[src/rtl/regfile_pkg.sv]
// regfile_pkg: shared constants and types for the decode-stage register file.
//   DATA_W_DEFAULT / ADDR_W_DEFAULT : default data and index widths
//   NREGS                           : register count at the default index width
//   ZERO_REG                        : index of the hardwired-zero register
//   reg_addr_t / reg_data_t         : index and data types at the default widths
package regfile_pkg;

  localparam int unsigned DATA_W_DEFAULT = 32;
  localparam int unsigned ADDR_W_DEFAULT = 5;
  localparam int unsigned NREGS          = 2 ** ADDR_W_DEFAULT;
  localparam int unsigned ZERO_REG       = 0;

  typedef logic [ADDR_W_DEFAULT-1:0] reg_addr_t;
  typedef logic [DATA_W_DEFAULT-1:0] reg_data_t;

endpackage

[src/rtl/regfile_rd_port.sv]
// regfile_rd_port: one registered read port of the register file.
// Selects a register by index, forces index 0 to zero, and captures the result
// into the output register only when a request is accepted, so the data holds
// for as long as the port is not re-accepted (downstream stall).
// Build option: REGFILE_RD_BYPASS_EN forwards a same-cycle write to the read.
// Ports:
//   clk_i, rst_ni : clock, synchronous active-low reset
//   accept_i      : request accepted this cycle, capture new data
//   rd_addr_i     : register index to read
//   regs_i        : current storage contents
//   wr_en_i, wr_addr_i, wr_data_i : write port, used for the bypass
//   rd_data_o     : registered read data
module regfile_rd_port
  import regfile_pkg::*;
#(
  parameter int unsigned DATA_W = DATA_W_DEFAULT,
  parameter int unsigned ADDR_W = ADDR_W_DEFAULT
) (
  input  logic              clk_i,
  input  logic              rst_ni,
  input  logic              accept_i,
  input  logic [ADDR_W-1:0] rd_addr_i,
  input  logic [DATA_W-1:0] regs_i [2**ADDR_W],
  input  logic              wr_en_i,
  input  logic [ADDR_W-1:0] wr_addr_i,
  input  logic [DATA_W-1:0] wr_data_i,
  output logic [DATA_W-1:0] rd_data_o
);

  logic [DATA_W-1:0] sel_data;
  logic [DATA_W-1:0] rd_data_d, rd_data_q;

  always_comb begin
    sel_data = regs_i[rd_addr_i];
    if (rd_addr_i == ADDR_W'(ZERO_REG)) begin
      sel_data = '0;
`ifdef REGFILE_RD_BYPASS_EN
    end else if (wr_en_i && (wr_addr_i == rd_addr_i)) begin
      // Write-before-read: the value being written this edge wins.
      sel_data = wr_data_i;
`endif
    end
  end

`ifndef REGFILE_RD_BYPASS_EN
  logic unused_wr;
  assign unused_wr = ^{wr_en_i, wr_addr_i, wr_data_i};
`endif

  // Only an accept loads; otherwise the snapshot is held.
  assign rd_data_d = accept_i ? sel_data : rd_data_q;

  always_ff @(posedge clk_i) begin
    if (!rst_ni) begin
      rd_data_q <= '0;
    end else begin
      rd_data_q <= rd_data_d;
    end
  end

  assign rd_data_o = rd_data_q;

endmodule

[src/rtl/regfile_rd.sv]
// regfile_rd: register file with one write port and two registered, handshaked
// read ports (A, B) for the decode stage. Register 0 reads as zero.
// Build option: REGFILE_RD_BYPASS_EN makes a same-cycle write visible to an
// accepted read of the same index.
// Ports:
//   clk, rst_n                  : clock, synchronous active-low reset
//   wr_en, wr_addr, wr_data     : write port
//   rd_req, rd_ready            : read request / read side can accept
//   rd_addr_a, rd_addr_b        : read indices
//   rd_stall                    : downstream cannot consume this cycle
//   rd_valid, rd_data_a/b       : registered read result
module regfile_rd
  import regfile_pkg::*;
#(
  parameter int unsigned DATA_W = DATA_W_DEFAULT,
  parameter int unsigned ADDR_W = ADDR_W_DEFAULT
) (
  input  logic              clk,
  input  logic              rst_n,
  input  logic              wr_en,
  input  logic [ADDR_W-1:0] wr_addr,
  input  logic [DATA_W-1:0] wr_data,
  input  logic              rd_req,
  output logic              rd_ready,
  input  logic [ADDR_W-1:0] rd_addr_a,
  input  logic [ADDR_W-1:0] rd_addr_b,
  input  logic              rd_stall,
  output logic              rd_valid,
  output logic [DATA_W-1:0] rd_data_a,
  output logic [DATA_W-1:0] rd_data_b
);

  localparam int unsigned NumRegs = 2 ** ADDR_W;

  logic [DATA_W-1:0] regs_q [NumRegs];
  logic              rd_valid_d, rd_valid_q;
  logic              accept;

  // Entry 0 is kept at zero; the ports also force index 0 to zero.
  always_ff @(posedge clk) begin
    if (!rst_n) begin
      for (int i = 0; i < int'(NumRegs); i++) begin
        regs_q[i] <= '0;
      end
    end else begin
      if (wr_en && (wr_addr != ADDR_W'(ZERO_REG))) begin
        regs_q[wr_addr] <= wr_data;
      end
      regs_q[0] <= '0;
    end
  end

  assign rd_ready = !(rd_valid_q && rd_stall);
  assign accept   = rd_req && rd_ready;

  // Stays full on accept or while stalled; empties on consume without accept.
  assign rd_valid_d = accept || (rd_valid_q && rd_stall);

  always_ff @(posedge clk) begin
    if (!rst_n) begin
      rd_valid_q <= 1'b0;
    end else begin
      rd_valid_q <= rd_valid_d;
    end
  end

  assign rd_valid = rd_valid_q;

  regfile_rd_port #(
    .DATA_W (DATA_W),
    .ADDR_W (ADDR_W)
  ) u_port_a (
    .clk_i     (clk),
    .rst_ni    (rst_n),
    .accept_i  (accept),
    .rd_addr_i (rd_addr_a),
    .regs_i    (regs_q),
    .wr_en_i   (wr_en),
    .wr_addr_i (wr_addr),
    .wr_data_i (wr_data),
    .rd_data_o (rd_data_a)
  );

  regfile_rd_port #(
    .DATA_W (DATA_W),
    .ADDR_W (ADDR_W)
  ) u_port_b (
    .clk_i     (clk),
    .rst_ni    (rst_n),
    .accept_i  (accept),
    .rd_addr_i (rd_addr_b),
    .regs_i    (regs_q),
    .wr_en_i   (wr_en),
    .wr_addr_i (wr_addr),
    .wr_data_i (wr_data),
    .rd_data_o (rd_data_b)
  );

endmodule

[config.mk]
export PLATFORM = sky130hd
export DESIGN_NAME = regfile_rd
export DESIGN_NICKNAME = d
export VERILOG_FILES = /design/src/rtl/regfile_pkg.sv /design/src/rtl/regfile_rd_port.sv /design/src/rtl/regfile_rd.sv
export SDC_FILE = /design/constraint.sdc
export NUM_CORES = 2
export LEC_CHECK = 0
export CAP_MARGIN = 20
export CORE_UTILIZATION = 68
export DETAILED_ROUTE_END_ITERATION = 8
export HOLD_SLACK_MARGIN = 0.06
export PLACE_DENSITY_LB_ADDON = 0.2
export RECOVER_POWER = 25
export SLEW_MARGIN = 10
export SYNTH_ARGS = -nofsm -noshare
export SYNTH_HDL_FRONTEND = slang
export SYNTH_HIERARCHICAL = 1
export SYNTH_SLANG_ARGS = --single-unit
[constraint.sdc]
create_clock -name clk -period 4.82 [get_ports clk]
set_input_delay 0.482 -clock clk [delete_from_list [all_inputs] [get_ports clk]]
set_output_delay 0.482 -clock clk [all_outputs]
set_load 0.05 [all_outputs]
=== Yosys cells after proc, flatten, opt, wreduce, memory -nomap -nowiden ===
Cells that the tools add are included.
W data, S select, Z words.

* Register bits: 1057
* Input port bits: 52
* Output and inout port bits: 66
* Word-level logic and storage cells: 61

* $lt $le $gt $ge: 4
* Muxes and demuxes: 11
* Bitwise gates (word level): 3
* Reduce and logical (&&, ||, !) cells: 9

{| class="wikitable"
|+ Operator list
! kind !! number
|-
| $bwmux W1024 || 1
|-
| $bmux W32 S5 || 2
|-
| $mux W32 || 7
|-
| $demux W32 S5 || 1
|-
| $ge A6 B6 Y1 const B || 3
|-
| $not A5 Y6 || 3
|-
| $logic_not A5 Y1 || 2
|-
| $lt A6 B1 Y1 const B || 1
|-
| $reduce_bool A5 Y1 || 1
|-
| $logic_and A1 B1 Y1 || 4
|-
| $logic_not A1 Y1 || 1
|-
| $logic_or A1 B1 Y1 || 1
|}

=== Depth between registers and ports, before layout ===
* Word-level depth: 6
* Mapped depth: 9
* Depth with buffers taken out: 6

=== Cells and area by module ===
Netlist, hierarchy kept.

{| class="wikitable"
|+ Modules (own cells, without submodules)
! module !! instances !! cells an instance !! area each (sq um) !! sequential area each (sq um)
|-
| regfile_rd || 1 || 3374 || 35233.8 || 19879.1
|-
| regfile_rd_port || 2 || 793 || 9326.4 || 640.6
|}

=== Least setup slack after synthesis ===
Ideal clock, no wire load.

* Path kind: register to register
* From: register rd_valid_q, in the netlist rd_valid
* To: register u_port_a.rd_data_q[12], in the netlist u_port_a/rd_data_o[12]
* Setup time: 136 ps
* Data arrival time: 2600 ps
* Required time: 4684 ps
* Path slack: 2084 ps
* Cell stages (with the launch flop): 10
* Buffers on the path: 3
* Period minus slack after synthesis: 2736 ps
* Cell sequence: dfxtp_1 -> nand2_1 -> and2_1 -> and4b_1 -> clkbuf_1 -> nor2b_1 -> clkbuf_1 -> buf_1 -> a221oi_1 -> o311ai_1

* Cells in the longest elaborated chain, start to end: 3

{| class="wikitable"
|+ RTL lines
! what !! RTL line !! RTL
|-
| start, declared || regfile_rd.sv:36 || <nowiki>logic rd_valid_d, rd_valid_q;</nowiki>
|-
| start signal, assigned || regfile_rd.sv:63 || <nowiki>rd_valid_q <= rd_valid_d;</nowiki>
|-
| $logic_and A1 B1 Y1 || regfile_rd.sv:53 || <nowiki>assign rd_ready = !(rd_valid_q && rd_stall);</nowiki>
|-
| $logic_not A1 Y1 || regfile_rd.sv:53 ||
|-
| named net rd_ready || regfile_rd.sv:24 || <nowiki>output logic rd_ready,</nowiki>
|-
| $logic_and A1 B1 Y1 || regfile_rd.sv:54 || <nowiki>assign accept = rd_req && rd_ready;</nowiki>
|-
| named net accept || regfile_rd.sv:37 || <nowiki>logic accept;</nowiki>
|-
| end signal, assigned || regfile_rd_port.sv:57 || <nowiki>rd_data_q <= rd_data_d;</nowiki>
|-
| end, declared || regfile_rd_port.sv:31 || <nowiki>logic [DATA_W-1:0] rd_data_d, rd_data_q;</nowiki>
|}

The timed path passes the listed nets, and every way through them passes these cells.
A chain may end at the register's enable or synchronous reset.

=== Final worst setup path ===
* From: input port wr_en
* To: register regs_q[792] (netlist bit)

* Cells in the longest elaborated chain, start to end: 1

{| class="wikitable"
|+ RTL lines
! what !! RTL line !! RTL
|-
| start, declared || regfile_rd.sv:20 || <nowiki>input logic wr_en,</nowiki>
|-
| $logic_and A1 B1 Y1 || regfile_rd.sv:46 || <nowiki>if (wr_en && (wr_addr != ADDR_W'(ZERO_REG))) begin</nowiki>
|-
| end signal, assigned by index || regfile_rd.sv:47 || <nowiki>regs_q[wr_addr] <= wr_data;</nowiki>
|-
| end, declared || regfile_rd.sv:35 || <nowiki>logic [DATA_W-1:0] regs_q [NumRegs];</nowiki>
|}

Every way passes these cells.

==> results.cfg <==
[die]
die_w_microns = 284
die_area_sq_um = 80400
rows = 102
die_h_microns = 284
io_pins = 118
start_util_pct = 69.1
coreArea_sq_um = 78000

[sta]
period_needed_ns = 3.83
finalCritPeriodShare_pct = 79.5
max_clock_freq_ghz = 0.261
maxSlewHeadroom_pct = -72.3
tns_ns = 0
hold_viol_final = 0
finalSetupViolations = 0
fin_ws_ns = 0.989
slew_violations = 483
grt_setup_unrepaired = false
tightest_slew_ns = 2.58
finalClockSkew_ns = 0.0154

[grt]
grt_pass1_wl_mm = 248
grt_pass1_vias = 40800
grt-ovfl-total = 0
grt_max_degree = 144
antenna_found_initial = 6
track_usage_pct = 40.1

[synthesis]
yosysWarningCount = 6
synth_area_per_cell_sq_um = 10.9
yosysTopAreaCell = dfxtp_1
synthFlopType = dfxtp_1
synthTopCellsByCount = 1,344 x mux2i_1, 1,057 x dfxtp_1, 1,039 x nand2_1, 384 x mux4_2, 306 x clkbuf_1
synth_edf_count = 0
synth_most_common_cell = mux2i_1
synth.distinct_cells = 36
synth_seq_cells = 1057
async_flop_share_pct = 0
synth_area_sq_um = 53900
synth_cells = 4960
synth_top_cell_area_share_pct = 39.3
yosys-top-cells-area = dfxtp_1 39%, mux2i_1 25%, mux4_2 16%, nand2_1 7.2%, clkbuf_1 2.1%
ys_seq_area_share_pct = 39.3

[detailed_routing]
vias_per_cell = 6.94
vias = 41400
wl_mm = 165
initialDrtViolationCount = 4585
dr.pass1.iters = 8
drcViolationCount = 0
route.antenna.remaining_nets = 0
wl_per_cell_microns = 27.7

[critical_path]
crit_path_top_delay_cell = nand3_1
required_ns = 5.39
worst_ep_arrival_time_ns = 4.40
criticalPathCategory = primary input to register
worstPathCellList = dlygate4sd3_1 > and4bb_2 > nand3_1 > clkbuf_2 > mux2i_1
critPathCaptureType = register
cp-start-kind = primary input
cp_max_fo = 20
max_stage_delay_ns = 1.30

[clocking]
cts-root-buf = clkbuf_16
cts_setup_buffers = 0
clkLatencyLatePin_ns = 0.67
clock_path_buffers = 3
clock_sinks = 1057
cts_tree = done
cts_resized = 0
clk_pin_slew_ns = 0.06
cts-htree-levels = 3
postCtsHoldBufs = 0
cts_buffers = 107

[power_and_ir_drop]
p_per_area_nw_per_um2 = 321
cellLeakagePower_nw = 24.4
irDropWorstVdd_mv = 0.286

[placed_design]
io_buffer_count = 117
place_area_sq_um = 55500
dp_slack_ns = 1.39
gp_congestion = 0.855
dp_cells = 5745
hpwl_mm = 95.3

[cells_and_area]
syn_to_final_growth_pct = 9.57
fillers = 5180
finalNonFillerCells = 5956
drive_above_1_share_pct = 14.8
design_area_sq_um = 59000
nets = 4880

[outcome]
violations = max-capacitance violations, max-slew violations
outcome = finished with violations

[run]
drv_cap = 14

[hold_path]
holdCritPathClass = primary input to register
## routing by layer
| layer | wire length [microns] | part of all wire (%) | GRT usage (%) | vias up |
|---|---|---|---|---|
| met5 | 34 | 0.021 | 0 | - |
| met4 | 9890 | 6.0 | 21.5 | 6 |
| met3 | 16800 | 10 | 7.97 | 670 |
| met2 | 75600 | 46 | 63.7 | 2434 |
| met1 | 62500 | 38 | 51.7 | 20600 |
| li1 | - | - | - | 17600 |
## cell type report
class | instances | area [sq um] | share of cell area, %
antenna | 2 | 5.00 | 0.00848
clock buffer | 152 | 3180 | 5.39
clock inverter | 43 | 365 | 0.619
multi-input combinational | 3431 | 30800 | 52.2
sequential | 1057 | 21200 | 35.8
tap | 1040 | 1300 | 2.20
timing repair buffer | 231 | 2200 | 3.73
## worst max-delay path: cells and delay by family
family,cells,cell delay (ns)
buffers and inverters,2,1.69
muxes,1,0.44
and+or+nand+nor,2,1.73
## metrics by stage
step	total power (W)	hold slack (ns)	utilization, %
final	0.0190	0.446	75.7
after detailed placement	0.0107	0.459	71.2
after floorplan	0.0102	0.441	-
after CTS	0.0189	0.313	75.8
after global placement	0.0107	0.448	71.1
after global routing	0.0194	0.478	75.7
## sequential cells by signal, indices dropped and copies added, names as in the netlist
name	flops
u_port_a/rd_data_o	32
regs_q	992
u_port_b/rd_data_o	32
rd_valid	1
## path summary, 6_finish.rpt
check / startpoint / endpoint / slack [ns] / depth (start not counted)
max: wr_en / regs_q[792]$_SDFFE_PN0P_ / 0.99 / 5
min: rd_req / rd_valid$_SDFF_PN0_ / 0.45 / 3
max reg2reg: rd_valid$_SDFF_PN0_ / u_port_b/rd_data_o[23]$_SDFFE_PN0P_ / 1.90 / 6
min reg2reg: regs_q[52]$_SDFFE_PN0P_ / regs_q[52]$_SDFFE_PN0P_ / 0.47 / 2
## layout by cell type (no fill, tap or decap), types with 4 or more instances in the layout
cell             instances
bufinv_16                5
or2_0                    4
buf_12                  15
a221oi_1                14
a32o_1                  40
a21oi_1                 73
nor2_4                  13
clkinv_2                30
buf_8                    9
nand2_1               1029
and2_1                  33
dfxtp_1               1057
nor2b_4                  8
clkdlybuf4s50_1        105
mux4_2                 384
and3_1                  24
clkbuf_8                25
nand2_2                  5
clkbuf_16              111
mux2i_1               1344
o311ai_1                64
buf_4                   68
conb_1                  64
or2_2                    4
clkbuf_1                38
a22oi_1                128
a221oi_2                10
or2_1                   56
clkbuf_2                 7
a21boi_0                32
nand2_4                  5
clkinvlp_4               4
nor2b_1                 35
a211oi_1                32
## power by group
part / total [W] / leakage [nW] / internal (W) / switching (W)
sequential: 0.00889 / 8.52 / 0.00882 / 0.0000745
clock: 0.00840 / 1.77 / 0.00484 / 0.00356
combinational: 0.00166 / 14.1 / 0.000556 / 0.00110
## cell families after synthesis
| logic type | Yosys count | synth area share, % |
|---|---|---|
| multiplexers | 1728 | 41.0 |
| other | 1 | 0.00696 |
| AND/OR/NAND/NOR | 1246 | 9.64 |
| buffers and inverters | 535 | 4.43 |
| AO/OA/AOI/OAI | 393 | 5.64 |
| flip-flops | 1057 | 39.3 |
Power figures use the tool's default switching activity.
